[config.mk]
export PLATFORM = sky130hd
export DESIGN_NAME = bin2bcd_seq_flat
export DESIGN_NICKNAME = d
export VERILOG_FILES = /design/src/rtl/bin2bcd_pkg.sv /design/src/rtl/bin2bcd_seq_if.sv /design/src/rtl/bin2bcd_seq_add3.sv /design/src/rtl/bin2bcd_seq.sv /design/src/flat_wrapper.sv
export SDC_FILE = /design/constraint.sdc
export NUM_CORES = 1
export LEC_CHECK = 0
export ABC_AREA = 1
export BUFFER_PORTS_ARGS = -buffer_cell sky130_fd_sc_hd__buf_2
export CELL_PAD_IN_SITES_DETAIL_PLACEMENT = 0
export CELL_PAD_IN_SITES_GLOBAL_PLACEMENT = 1
export CORE_UTILIZATION = 43
export CTS_BUF_LIST = sky130_fd_sc_hd__clkbuf_4 sky130_fd_sc_hd__clkbuf_8 sky130_fd_sc_hd__clkbuf_16
export CTS_CLUSTER_SIZE = 40
export DETAILED_ROUTE_END_ITERATION = 7
export GPL_ROUTABILITY_DRIVEN = 0
export GPL_TIMING_DRIVEN = 0
export PLACE_DENSITY = 0.86
export SYNTH_ARGS = -nofsm -noshare
export SYNTH_HDL_FRONTEND = slang
export SYNTH_SLANG_ARGS = --single-unit
[constraint.sdc]
create_clock -name clk -period 2.1 [get_ports clk]
set_clock_uncertainty 0.2 [all_clocks]
set_input_delay 0.105 -clock clk [delete_from_list [all_inputs] [get_ports clk]]
set_output_delay 0.105 -clock clk [all_outputs]
set_load 0.02 [all_outputs]
[src/rtl/bin2bcd_pkg.sv]
// Shared types and constants for the sequential binary-to-BCD converter.
// The overflow bound is derived here from the digit count.
package bin2bcd_pkg;

    typedef enum logic [1:0] {
        IDLE  = 2'd0,
        SHIFT = 2'd1,
        DONE  = 2'd2
    } state_e;

    localparam logic [3:0] DIGIT_BLANK = 4'hF;

    // Largest value representable in the given number of decimal digits.
    function automatic int unsigned max_val(input int digits);
        int unsigned v;
        v = 1;
        for (int i = 0; i < digits; i++) begin
            v = v * 10;
        end
        return v - 1;
    endfunction

endpackage

[src/rtl/bin2bcd_seq_if.sv]
// Request/result bundle between a producer of binary values and the converter.
// The slave side is the converter; the master side requests conversions.
interface bin2bcd_seq_if #(
    parameter int BIN_W  = 14,
    parameter int DIGITS = 4
);
    logic                  start;
    logic [BIN_W-1:0]      bin_in;
    logic                  busy;
    logic                  done;
    logic                  overflow;
    logic [4*DIGITS-1:0]   bcd_out;

    modport master (
        output start,
        output bin_in,
        input  busy,
        input  done,
        input  overflow,
        input  bcd_out
    );

    modport slave (
        input  start,
        input  bin_in,
        output busy,
        output done,
        output overflow,
        output bcd_out
    );
endinterface

[src/rtl/bin2bcd_seq_add3.sv]
// Single-digit double-dabble correction: digits of 5 or more get +3 so the
// following left shift carries correctly into the next decimal digit.
module bcd_add3 (
    input  logic [3:0] in_i,
    output logic [3:0] out_o
);
    assign out_o = (in_i >= 4'd5) ? in_i + 4'd3 : in_i;
endmodule

[src/rtl/bin2bcd_seq.sv]
// Sequential binary to packed-BCD converter, one input bit per clock.
// Result and overflow flag are registered so the display only changes on completion.
module bin2bcd_seq
    import bin2bcd_pkg::*;
#(
    parameter int BIN_W  = 14,
    parameter int DIGITS = 4
) (
    input  logic          clk,
    input  logic          rst_n,
    bin2bcd_seq_if.slave  bus
);
    localparam int          BCD_W    = 4 * DIGITS;
    localparam int          CNT_W    = $clog2(BIN_W + 1);
    localparam logic [31:0] MAX_VAL  = max_val(DIGITS);
    localparam logic [CNT_W-1:0] LAST_CNT = CNT_W'(BIN_W - 1);

    state_e               state_q, state_d;
    logic [BIN_W-1:0]     shift_q, shift_d;
    logic [BCD_W-1:0]     scratch_q, scratch_d;
    logic [CNT_W-1:0]     cnt_q, cnt_d;
    logic [BCD_W-1:0]     bcd_q, bcd_d;
    logic                 ovf_q, ovf_d;

    logic [BCD_W-1:0]       adjusted;
    logic [BCD_W+BIN_W-1:0] shifted;
    logic                   too_big;

    for (genvar g = 0; g < DIGITS; g++) begin : g_add3
        bcd_add3 u_add3 (
            .in_i  (scratch_q[4*g +: 4]),
            .out_o (adjusted[4*g +: 4])
        );
    end

    assign shifted = {adjusted, shift_q} << 1;
    assign too_big = 32'(bus.bin_in) > MAX_VAL;

    always_ff @(posedge clk or negedge rst_n) begin
        if (!rst_n) begin
            state_q   <= IDLE;
            shift_q   <= '0;
            scratch_q <= '0;
            cnt_q     <= '0;
            bcd_q     <= '0;
            ovf_q     <= 1'b0;
        end else begin
            state_q   <= state_d;
            shift_q   <= shift_d;
            scratch_q <= scratch_d;
            cnt_q     <= cnt_d;
            bcd_q     <= bcd_d;
            ovf_q     <= ovf_d;
        end
    end

    // Result registers load only on the edge that enters DONE.
    always_comb begin
        state_d   = state_q;
        shift_d   = shift_q;
        scratch_d = scratch_q;
        cnt_d     = cnt_q;
        bcd_d     = bcd_q;
        ovf_d     = ovf_q;
        unique case (state_q)
            IDLE: begin
                if (bus.start) begin
                    shift_d   = bus.bin_in;
                    scratch_d = '0;
                    cnt_d     = '0;
                    if (too_big) begin
                        state_d = DONE;
                        bcd_d   = {DIGITS{DIGIT_BLANK}};
                        ovf_d   = 1'b1;
                    end else begin
                        state_d = SHIFT;
                    end
                end
            end
            SHIFT: begin
                shift_d   = shifted[BIN_W-1:0];
                scratch_d = shifted[BCD_W+BIN_W-1:BIN_W];
                cnt_d     = cnt_q + 1'b1;
                if (cnt_q == LAST_CNT) begin
                    state_d = DONE;
                    bcd_d   = shifted[BCD_W+BIN_W-1:BIN_W];
                    ovf_d   = 1'b0;
                end
            end
            DONE: begin
                state_d = IDLE;
            end
            default: begin
                state_d = IDLE;
            end
        endcase
    end

    assign bus.busy     = (state_q != IDLE);
    assign bus.done     = (state_q == DONE);
    assign bus.overflow = ovf_q;
    assign bus.bcd_out  = bcd_q;

endmodule

[src/flat_wrapper.sv]
// flat-port wrapper written by rule: the top's interface ports become plain ports
module bin2bcd_seq_flat import bin2bcd_pkg::*;
#(
    parameter int BIN_W  = 14,
    parameter int DIGITS = 4
)
  (clk, rst_n, bus_start, bus_bin_in, bus_busy, bus_done, bus_overflow, bus_bcd_out);
  bin2bcd_seq_if #(.BIN_W(BIN_W), .DIGITS(DIGITS)) bus_i ();
  input  logic clk;
  input  logic rst_n;
  input wire logic [$bits(bus_i.start)-1:0] bus_start;
  input wire logic [$bits(bus_i.bin_in)-1:0] bus_bin_in;
  output wire logic [$bits(bus_i.busy)-1:0] bus_busy;
  output wire logic [$bits(bus_i.done)-1:0] bus_done;
  output wire logic [$bits(bus_i.overflow)-1:0] bus_overflow;
  output wire logic [$bits(bus_i.bcd_out)-1:0] bus_bcd_out;
  assign bus_i.start = bus_start;
  assign bus_i.bin_in = bus_bin_in;
  assign bus_busy = bus_i.busy;
  assign bus_done = bus_i.done;
  assign bus_overflow = bus_i.overflow;
  assign bus_bcd_out = bus_i.bcd_out;
  bin2bcd_seq #(.BIN_W(BIN_W), .DIGITS(DIGITS)) u_core (.clk(clk), .rst_n(rst_n), .bus(bus_i));
endmodule
==> results of run 1 <==
power by group:
| part | leakage [nW] | total (mW) | switching (mW) | internal [mW] |
|---|---|---|---|---|
| Sequential | 0.669 | 1.69 | 0.227 | 1.46 |
| Clock | 0.0477 | 0.600 | 0.325 | 0.276 |
| Combinational | 0.967 | 2.50 | 1.64 | 0.862 |
through the flow:
stage | instance area (µm²) | setup slack [ns] | utilization | instances
floorplan | 2790 | 0.478 | - | 349
global placement | 3060 | 0.288 | 0.501 | 459
detailed placement | 3060 | 0.250 | 0.501 | 459
CTS | 3320 | 0.232 | 0.544 | 483
global route | 3320 | 0.120 | 0.544 | 483
finish | 3320 | 0.245 | 0.544 | 483
cells in the final DEF, fill, tap and decap left out:
master,instances
nor2_4,1
clkbuf_4,1
clkbuf_1,2
buf_6,2
inv_1,44
nor2_1,13
dlygate4sd3_1,17
o21ai_2,1
ha_1,10
o211ai_1,13
inv_2,2
or2_2,1
buf_2,41
a21oi_4,1
xor2_1,1
nand3_2,1
o22ai_1,6
nand4_1,8
o21ai_0,34
nand3_1,37
a21oi_1,1
a32o_1,1
clkbuf_8,6
dfrtp_1,53
nand2_1,106
nand2_2,1
buf_4,3
nand2_4,1
cell type report:
class / instances / area (µm²) / share of cell area
plain buffers: 13 / 82.6 / 0.0249
clock buffers: 7 / 90.1 / 0.0272
inverters: 46 / 173 / 0.0521
multi-input cells: 237 / 1210 / 0.364
flip-flops and latches: 53 / 1330 / 0.400
well taps: 75 / 93.8 / 0.0283
repair buffers: 52 / 345 / 0.104
timing repair:
item	4_1_cts	5_1_grt
hold endpoints to repair	68	0
hold buffers	17	0
setup buffers	0	0
flip-flops by register name, summed over array words and instances (netlist names):
register	count
u_core.scratch_q	16
u_core.bus.bcd_out	16
u_core.bus.overflow	1
u_core.cnt_q	4
u_core.shift_q	14
u_core.state_q	2
worst max-delay path: cells and delay by family, from the launching register on:
family	cells	cell delay [ns]
AO/OA/AOI/OAI	1	0.35
adder cells (fa/ha/maj)	1	0.16
buffers and inverters	2	0.27
flip-flops	1	0.41
AND/OR/NAND/NOR	4	0.37
metal layers:
metal  track usage  share of wire
met1         0.291           0.48
met2         0.360           0.47
met3        0.0363          0.039
met4        0.0517          0.011
met5             0              0
kinds of logic after synthesis:
kind of cell,count (synthesis)
simple gates,169
buf+inv,59
compound gates,57
flops,53
fa+ha+maj,10
xor+xnor,1
path summary, 6_finish.rpt:
| path | cells after the start | slack [ns] | end | from |
|---|---|---|---|---|
| max | 8 | 0.25 | u_core.bus.bcd_out[10]$_DFFE_PN0P_ | u_core.cnt_q[1]$_DFFE_PN0P_ |
| min | 2 | 0.27 | u_core.bus.bcd_out[6]$_DFFE_PN0P_ | u_core.bus.bcd_out[6]$_DFFE_PN0P_ |
| max reg2reg | 8 | 0.25 | u_core.bus.bcd_out[10]$_DFFE_PN0P_ | u_core.cnt_q[1]$_DFFE_PN0P_ |
| min reg2reg | 2 | 0.27 | u_core.bus.bcd_out[6]$_DFFE_PN0P_ | u_core.bus.bcd_out[6]$_DFFE_PN0P_ |
| max in group asynchronous | 2 | 0.54 | u_core.scratch_q[11]$_DFFE_PN0P_ | rst_n |
| min in group asynchronous | 2 | 0.40 | u_core.bus.bcd_out[11]$_DFFE_PN0P_ | rst_n |
==> qor.yml, run 1 <==
grt_pass1_vias: 2372
tightest_slew_ns: 1.24
yosys-top-cells-area: "dfrtp_1, nand2_1, nand3_1"
worstPathArrival_ns: 1.86
fmax_mhz: 539
synth_top_family_by_area: "simple AND/OR/NAND/NOR gates"
synth_top_area_cell: "dfrtp_1"
n_fill_cell: 618
syn-cell-area_um2: 2790
dr.pass1.iters: 6
ys_types: 25
grtUsageTotal: 0.216
htree_levels: 2
total_power_mw: 4.79
hpwl_um: 4310
synth_top_area_frac: 0.476
route.detailed.drc: 0
dieArea_um2: 6810
outcome: "complete, no violations"
dieHeight_um: 82.5
path_clk_slew_ns: 0.09
start_kind: "flop"
slowest_delay_ns: 0.41
grt_max_degree: 54
final_nets: 435
syn_to_final_growth_pct: 19.0
synth_compound_area_frac: 0.124
yosys-top-cells-count: "nand2_1, dfrtp_1, inv_1"
relSlewSlack: 0.172
cap_violations: 0
synth-simple-area-share: 0.261
vdd_drop_max_uv: 613
numCtsBuffers: 5
grt_remaining_overflow: 0
path_common_cell: "nand2_1"
ios: 36
synth-seq-cells: 53
synth_mux_area_frac: 0
worstSkewPairLatency_ns: 0.30
antenna_left: 0
p_per_area_nw_per_um2: 1440
p_leak_nw: 1.68
synth_flop_cell: "dfrtp_1"
root_buffer: "clkbuf_8"
post-route-min-period_ns: 1.85
path_cells: "inv_1 > ha_1 > nand3_2 > a21oi_4 > nand2_4 > buf_6 > nand2_1 > nand2_1"
setup_viol: 0
port_buffers: 35
start_util: 0.457
synth-edff-count: 0
yosysMostFrequentCell: "nand2_1"
clock_sinks: 53
cts_buffer_depth: 2
rsz0062_at_grt: "false"
dieWidth_um: 82.5
synth_fa_ha_area_frac: 0.0449
criticalPathCategory: "flop to flop"
viasPerCell: 5.05
final_hold_viol_count: 0
syn_area_per_cell_um2: 7.99
yosysWarnings: 0
synth_xor_area_frac: 0.00314
hold_ws_ns: 0.270
vias: 2440
synth_cells: 349
cp_max_fo: 10
final_max_slew_viol_count: 0
cp-end-kind: "flop"
antenna_found_initial: 0
cp.required_ns: 2.10
grt_first_pass_wirelength_um: 11000
ys_async_sr_fraction: 1.00
worstHoldPathType: "flop to flop"
num_rows: 28
period_share: 0.883
synth_nets: 376
fin_setup_tns_ns: 0
slowest_stage: "dfrtp_1"
ys_seq_area_frac: 0.476
drt-total-wl_um: 6440
drive_above_1_share: 0.152
core_area_um2: 6100
wl_per_cell_um: 13.3
postCtsResizedCells: 0
drt_iter0_drc: 141
cts_tree: "done"
n_antenna_cell: 0
Note: power is estimated with default switching activity, not from simulation.
==> inputs of run 2 (changes only) <==
CORE_UTILIZATION = 46   (was 43)
PLACE_DENSITY = 0.91   (was 0.86)
clock period = 2.2 ns   (was 2.1 ns; I/O delays follow)
==> qor.yml, run 2 (same netlist as run 1, synthesis figures left out) <==
num_rows: 27  # was 28
vias: 2469  # was 2,440
pre_cts_slack_ns: 0.368  # was 0.250 ns
root_buffer: "clkbuf_8"  # unchanged
swShare: 0.457  # about the same
setup_viol: 0  # unchanged
rr_startpoint: "u_core.cnt_q[1]$_DFFE_PN0P_"  # unchanged
fmax_mhz: 545  # was 539 MHz
final_hold_viol_count: 0  # unchanged
total_power_mw: 4.61  # was 4.79 mW
n_antenna_cell: 0  # unchanged
rsz0062_at_grt: "false"  # unchanged
clock_sinks: 53  # unchanged
power_frac_clock: 0.132  # was 0.125
wl_per_cell_um: 13.1  # was 13.3 µm
switching_power_mw: 2.11  # was 2.19 mW
drt_iter0_drc: 101  # was 141
worstHoldPathType: "flop to flop"  # unchanged
setup_ws_ns: 0.364  # was 0.245 ns
relSlewSlack: 0.211  # was 0.172
numCtsBuffers: 5  # unchanged
dieWidth_um: 79.8  # was 82.5 µm
postCtsResizedCells: 0  # unchanged
hold_start: "u_core.bus.bcd_out[5]$_DFFE_PN0P_"  # was u_core.bus.bcd_out[6]$_DFFE_PN0P_
start_util: 0.491  # was 0.457
criticalPathCategory: "flop to flop"  # unchanged
dieArea_um2: 6380  # was 6810 µm²
r2r_slack_ns: 0.36  # was 0.25 ns
tightest_slew_ns: 1.18  # was 1.24 ns
pwr-share-seq: 0.351  # was 0.353
cp.required_ns: 2.21  # was 2.10 ns
mostFrequentLayoutCells: "nand2_1, dfrtp_1, inv_1"  # unchanged
drt-total-wl_um: 6280  # was 6440 µm
cts_buffer_depth: 2  # unchanged
grt_pass1_vias: 2451  # was 2,372
cts_hold_buf: 17  # unchanged
vdd_drop_max_uv: 666  # was 613 µV
route.detailed.drc: 0  # unchanged
htree_levels: 2  # unchanged
hold_end: "u_core.bus.bcd_out[5]$_DFFE_PN0P_"  # was u_core.bus.bcd_out[6]$_DFFE_PN0P_
cts_tree: "done"  # unchanged
worstPathArrival_ns: 1.85  # was 1.86 ns
core_area_um2: 5680  # was 6100 µm²
dieHeight_um: 79.8  # was 82.5 µm
start_kind: "flop"  # unchanged
post-route-min-period_ns: 1.84  # was 1.85 ns
path_clk_slew_ns: 0.10  # was 0.09 ns
period_share: 0.835  # was 0.883
antenna_left: 0  # unchanged
p_per_area_nw_per_um2: 1390  # was 1440 nW/µm²
antenna_found_initial: 0  # unchanged
final_max_slew_viol_count: 0  # unchanged
hold_depth: 2  # unchanged
grt_remaining_overflow: 0  # unchanged
dr.pass1.iters: 4  # was 6
final_nets: 435  # unchanged
worstSkewPairLatency_ns: 0.31  # was 0.30 ns
viasPerCell: 5.13  # was 5.05
layout_commonest_cell: "nand2_1"  # unchanged
outcome: "complete, no violations"  # unchanged
cap_violations: 0  # unchanged
fin_setup_tns_ns: 0  # unchanged
drive_above_1_share: 0.154  # was 0.152
r2r_cells: 8  # unchanged
grt_first_pass_wirelength_um: 10800  # was 11,000 µm
postCtsSetupBuffers: 0  # unchanged
reg2reg_to: "u_core.bus.bcd_out[10]$_DFFE_PN0P_"  # unchanged
cp_max_fo: 10  # unchanged
cp-end-kind: "flop"  # unchanged
intPower_mw: 2.50  # was 2.60 mW
syn_to_final_growth_pct: 19.3  # was 19.0%
pwr-share-comb: 0.517  # was 0.522
grt_max_degree: 54  # unchanged
hpwl_um: 4340  # was 4310 µm
p_leak_nw: 1.69  # was 1.68 nW
port_buffers: 35  # unchanged
grtUsageTotal: 0.219  # was 0.216
ios: 36  # unchanged
n_fill_cell: 524  # was 618
==> run 2: changes by cell type in the layout (fill, tap and decap cells not counted), sizes merged <==
| cell | before | now |
|---|---|---|
| clkinv | 0 | 1 |
==> run 2: area by class of cell <==
type | instances | area (µm²) | area share
multi-input cells | 237 | 1210 | 0.363
flip-flops and latches | 53 | 1330 | 0.399
plain buffers | 13 | 82.6 | 0.0248
clock buffers | 7 | 96.3 | 0.0290
well taps | 72 | 90.1 | 0.0271
clock inverters | 1 | 5.00 | 0.00151
inverters | 46 | 173 | 0.0519
repair buffers | 52 | 345 | 0.104
==> run 2: critical path, cell delays in order (launching register included) <==
cell	delay (ns)
dfrtp_1	0.41
inv_1	0.08
ha_1	0.16
nand3_2	0.12
a21oi_4	0.34
nand2_4	0.14
buf_6	0.17
nand2_1	0.05
nand2_1	0.05
==> run 2: worst max path at each step <==
stage          slack [ns]                            endpoint                         from
2_1_floorplan        0.58  u_core.bus.bcd_out[10]$_DFFE_PN0P_  u_core.cnt_q[1]$_DFFE_PN0P_
3_3_place_gp         0.40   u_core.bus.bcd_out[9]$_DFFE_PN0P_  u_core.cnt_q[1]$_DFFE_PN0P_
3_5_place_dp         0.37  u_core.bus.bcd_out[10]$_DFFE_PN0P_  u_core.cnt_q[1]$_DFFE_PN0P_
4_1_cts              0.35  u_core.bus.bcd_out[10]$_DFFE_PN0P_  u_core.cnt_q[1]$_DFFE_PN0P_
5_1_grt              0.26   u_core.bus.bcd_out[5]$_DFFE_PN0P_  u_core.cnt_q[1]$_DFFE_PN0P_
6_report             0.36  u_core.bus.bcd_out[10]$_DFFE_PN0P_  u_core.cnt_q[1]$_DFFE_PN0P_
==> run 2: power groups by stage <==
stage | clock [mW] | combinational (mW) | sequential (mW)
floorplan | 0 | 1.52 | 1.80
global placement | 0 | 2.33 | 1.62
detailed placement | 0 | 2.37 | 1.64
CTS | 0.619 | 2.40 | 1.62
global route | 0.640 | 2.73 | 1.67
finish | 0.610 | 2.38 | 1.62
==> run 2: stage by stage <==
| stage | std cells | util | cell area, µm² | hold slack (ns) |
|---|---|---|---|---|
| 3_3_place_gp | 456 | 0.538 | 3050 | 0.152 |
| 3_5_place_dp | 456 | 0.538 | 3050 | 0.160 |
| 4_1_cts | 481 | 0.586 | 3320 | 0.277 |
| 2_1_floorplan | 349 | - | 2790 | -0.386 |
| 5_1_grt | 481 | 0.586 | 3320 | 0.288 |
| 6_report | 481 | 0.586 | 3320 | 0.274 |
==> run 2: per-layer routing <==
layer	GRT usage	up-vias	share of wire
li1	-	1253	-
met2	0.367	48	0.47
met1	0.282	1158	0.48
met3	0.0331	10	0.035
met5	0	-	0
met4	0.0929	0	0.018
==> inputs of run 3 (changes only) <==
CORE_UTILIZATION = 43   (was 46)
PLACE_DENSITY = 0.86   (was 0.91)
clock period = 1.85 ns   (was 2.2 ns; I/O delays follow)
==> qor.yml, run 3 (same netlist as run 1, synthesis figures left out) <==
outcome: "complete, no violations"  # unchanged
criticalPathCategory: "flop to flop"  # unchanged
r2r_cells: 8  # unchanged
hold_depth: 2  # unchanged
place_inst: 459  # was 456
syn_to_final_growth_pct: 19.8  # was 19.3%
worstSkewPairLatency_ns: 0.30  # was 0.31 ns
path_cells: "inv_1 > ha_1 > nand3_2 > a21oi_4 > nand2_4 > buf_6 > nand2_1 > nand2_1"  # unchanged
mostFrequentLayoutCells: "nand2_1, dfrtp_1, inv_1"  # unchanged
reg2reg_to: "u_core.bus.bcd_out[2]$_DFFE_PN0P_"  # was u_core.bus.bcd_out[10]$_DFFE_PN0P_
cp_max_fo: 10  # unchanged
drive_above_1_share: 0.161  # was 0.154
vias: 2447  # was 2,469
dieWidth_um: 82.5  # was 79.8 µm
root_buffer: "clkbuf_8"  # unchanged
pre_cts_slack_ns: -0.000266  # was 0.368 ns
dr.pass1.iters: 4  # unchanged
n_fill_cell: 616  # was 524
post-route-min-period_ns: 1.75  # was 1.84 ns
rr_startpoint: "u_core.cnt_q[1]$_DFFE_PN0P_"  # unchanged
num_rows: 28  # was 27
cts_buffer_depth: 2  # unchanged
cp.required_ns: 1.85  # was 2.21 ns
worstPathArrival_ns: 1.75  # was 1.85 ns
cp_top_family: "flip-flops"  # unchanged
tightest_slew_ns: 1.23  # was 1.18 ns
layout_commonest_cell: "nand2_1"  # unchanged
period_share: 0.947  # was 0.835
final_max_slew_viol_count: 0  # unchanged
path_buf_inv: 2  # unchanged
final_core_util: 0.548  # was 0.586
grt_max_degree: 54  # unchanged
slowest_delay_ns: 0.41  # about the same
fmax_mhz: 571  # was 545 MHz
n_antenna_cell: 0  # unchanged
grt_first_pass_wirelength_um: 11000  # was 10,800 µm
ios: 36  # unchanged
cp-end-kind: "flop"  # unchanged
slowest_stage: "dfrtp_1"  # unchanged
clock_sinks: 53  # unchanged
path_common_cell: "nand2_1"  # unchanged
grtUsageTotal: 0.216  # was 0.219
setup_viol: 0  # unchanged
numCtsBuffers: 5  # unchanged
relSlewSlack: 0.179  # was 0.211
viasPerCell: 5.03  # was 5.13
dieArea_um2: 6810  # was 6380 µm²
cts_tree: "done"  # unchanged
hold_start: "u_core.bus.bcd_out[13]$_DFFE_PN0P_"  # was u_core.bus.bcd_out[5]$_DFFE_PN0P_
final_nets: 438  # was 435
vdd_drop_max_uv: 699  # was 666 µV
setup_ws_ns: 0.0987  # was 0.364 ns
hold_end: "u_core.bus.bcd_out[13]$_DFFE_PN0P_"  # was u_core.bus.bcd_out[5]$_DFFE_PN0P_
route.detailed.drc: 0  # unchanged
cap_violations: 0  # unchanged
p_leak_nw: 1.70  # was 1.69 nW
fin_cells: 486  # was 481
start_kind: "flop"  # unchanged
wl_per_cell_um: 13.3  # was 13.1 µm
grt_remaining_overflow: 0  # unchanged
p_per_area_nw_per_um2: 1650  # was 1390 nW/µm²
antenna_found_initial: 0  # unchanged
hpwl_um: 4310  # was 4340 µm
htree_levels: 2  # unchanged
antenna_left: 0  # unchanged
worstHoldPathType: "flop to flop"  # unchanged
dieHeight_um: 82.5  # was 79.8 µm
drt-total-wl_um: 6460  # was 6280 µm
path_clk_slew_ns: 0.09  # was 0.10 ns
rsz0062_at_grt: "true"  # was false
grt_pass1_vias: 2372  # was 2,451
r2r_slack_ns: 0.1  # was 0.36 ns
start_util: 0.457  # was 0.491
core_area_um2: 6100  # was 5680 µm²
final_hold_viol_count: 0  # unchanged
port_buffers: 35  # unchanged
drt_iter0_drc: 137  # was 101
## run 3: worst max path at each step
stage	startpoint	end	slack [ns]	cells past startpoint
final	u_core.cnt_q[1]$_DFFE_PN0P_	u_core.bus.bcd_out[2]$_DFFE_PN0P_	0.1	8
after CTS	u_core.cnt_q[1]$_DFFE_PN0P_	u_core.bus.bcd_out[10]$_DFFE_PN0P_	0.002	8
after global routing	u_core.cnt_q[1]$_DFFE_PN0P_	u_core.bus.bcd_out[5]$_DFFE_PN0P_	-0.01	8
after global placement	u_core.cnt_q[1]$_DFFE_PN0P_	u_core.bus.bcd_out[9]$_DFFE_PN0P_	0.04	8
after floorplan	u_core.cnt_q[1]$_DFFE_PN0P_	u_core.bus.bcd_out[10]$_DFFE_PN0P_	0.23	8
after detailed placement	u_core.cnt_q[1]$_DFFE_PN0P_	u_core.bus.bcd_out[2]$_DFFE_PN0P_	-0.0003	8
## run 3: area by class of cell
cell class | instances | area (µm²) | share of cell area
tap | 75 | 93.8 | 0.0281
timing repair buffer | 55 | 368 | 0.110
clock buffer | 7 | 90.1 | 0.0270
multi-input combinational | 237 | 1210 | 0.361
sequential | 53 | 1330 | 0.397
buffer | 13 | 83.8 | 0.0251
inverter | 46 | 173 | 0.0517
## run 3: report_power, final
| group | leakage [nW] | switching, mW | internal, mW |
|---|---|---|---|
| combinational | 0.985 | 1.87 | 1.03 |
| clock | 0.0477 | 0.370 | 0.313 |
| sequential | 0.669 | 0.258 | 1.66 |
| total | 1.70 | 2.50 | 3.00 |
## run 3: worst register-to-register path, stage by stage, from the launching register on
cell,delay [ns]
dfrtp_1,0.41
inv_1,0.09
ha_1,0.16
nand3_2,0.12
a21oi_4,0.26
nand2_4,0.13
buf_6,0.18
nand2_1,0.06
nand2_1,0.05
## run 3: metrics by stage
step / setup TNS [ns] / hold WS [ns] / power, mW / cell area, µm²
2_1_floorplan: 0 / -0.403 / 3.95 / 2790
3_3_place_gp: 0 / 0.129 / 4.71 / 3060
3_5_place_dp: -0.000363 / 0.134 / 4.77 / 3060
4_1_cts: 0 / 0.276 / 5.50 / 3320
5_1_grt: -0.0114 / 0.298 / 6.07 / 3340
6_report: 0 / 0.268 / 5.50 / 3340
## run 3: repair_timing
item                                   4_1_cts  5_1_grt
hold buffers                                17        0
pin swaps                                    1        1
setup buffers                                0        3
setup endpoints to repair                    9       17
endpoints found under the hold margin       70        0
resized for setup                            0        2
## run 3: routing by layer
metal / share of wire / up-vias / track usage
li1: - / 1263 / -
met1: 0.48 / 1129 / 0.291
met2: 0.47 / 51 / 0.360
met3: 0.038 / 4 / 0.0363
met4: 0.0082 / 0 / 0.0517
met5: 0 / - / 0
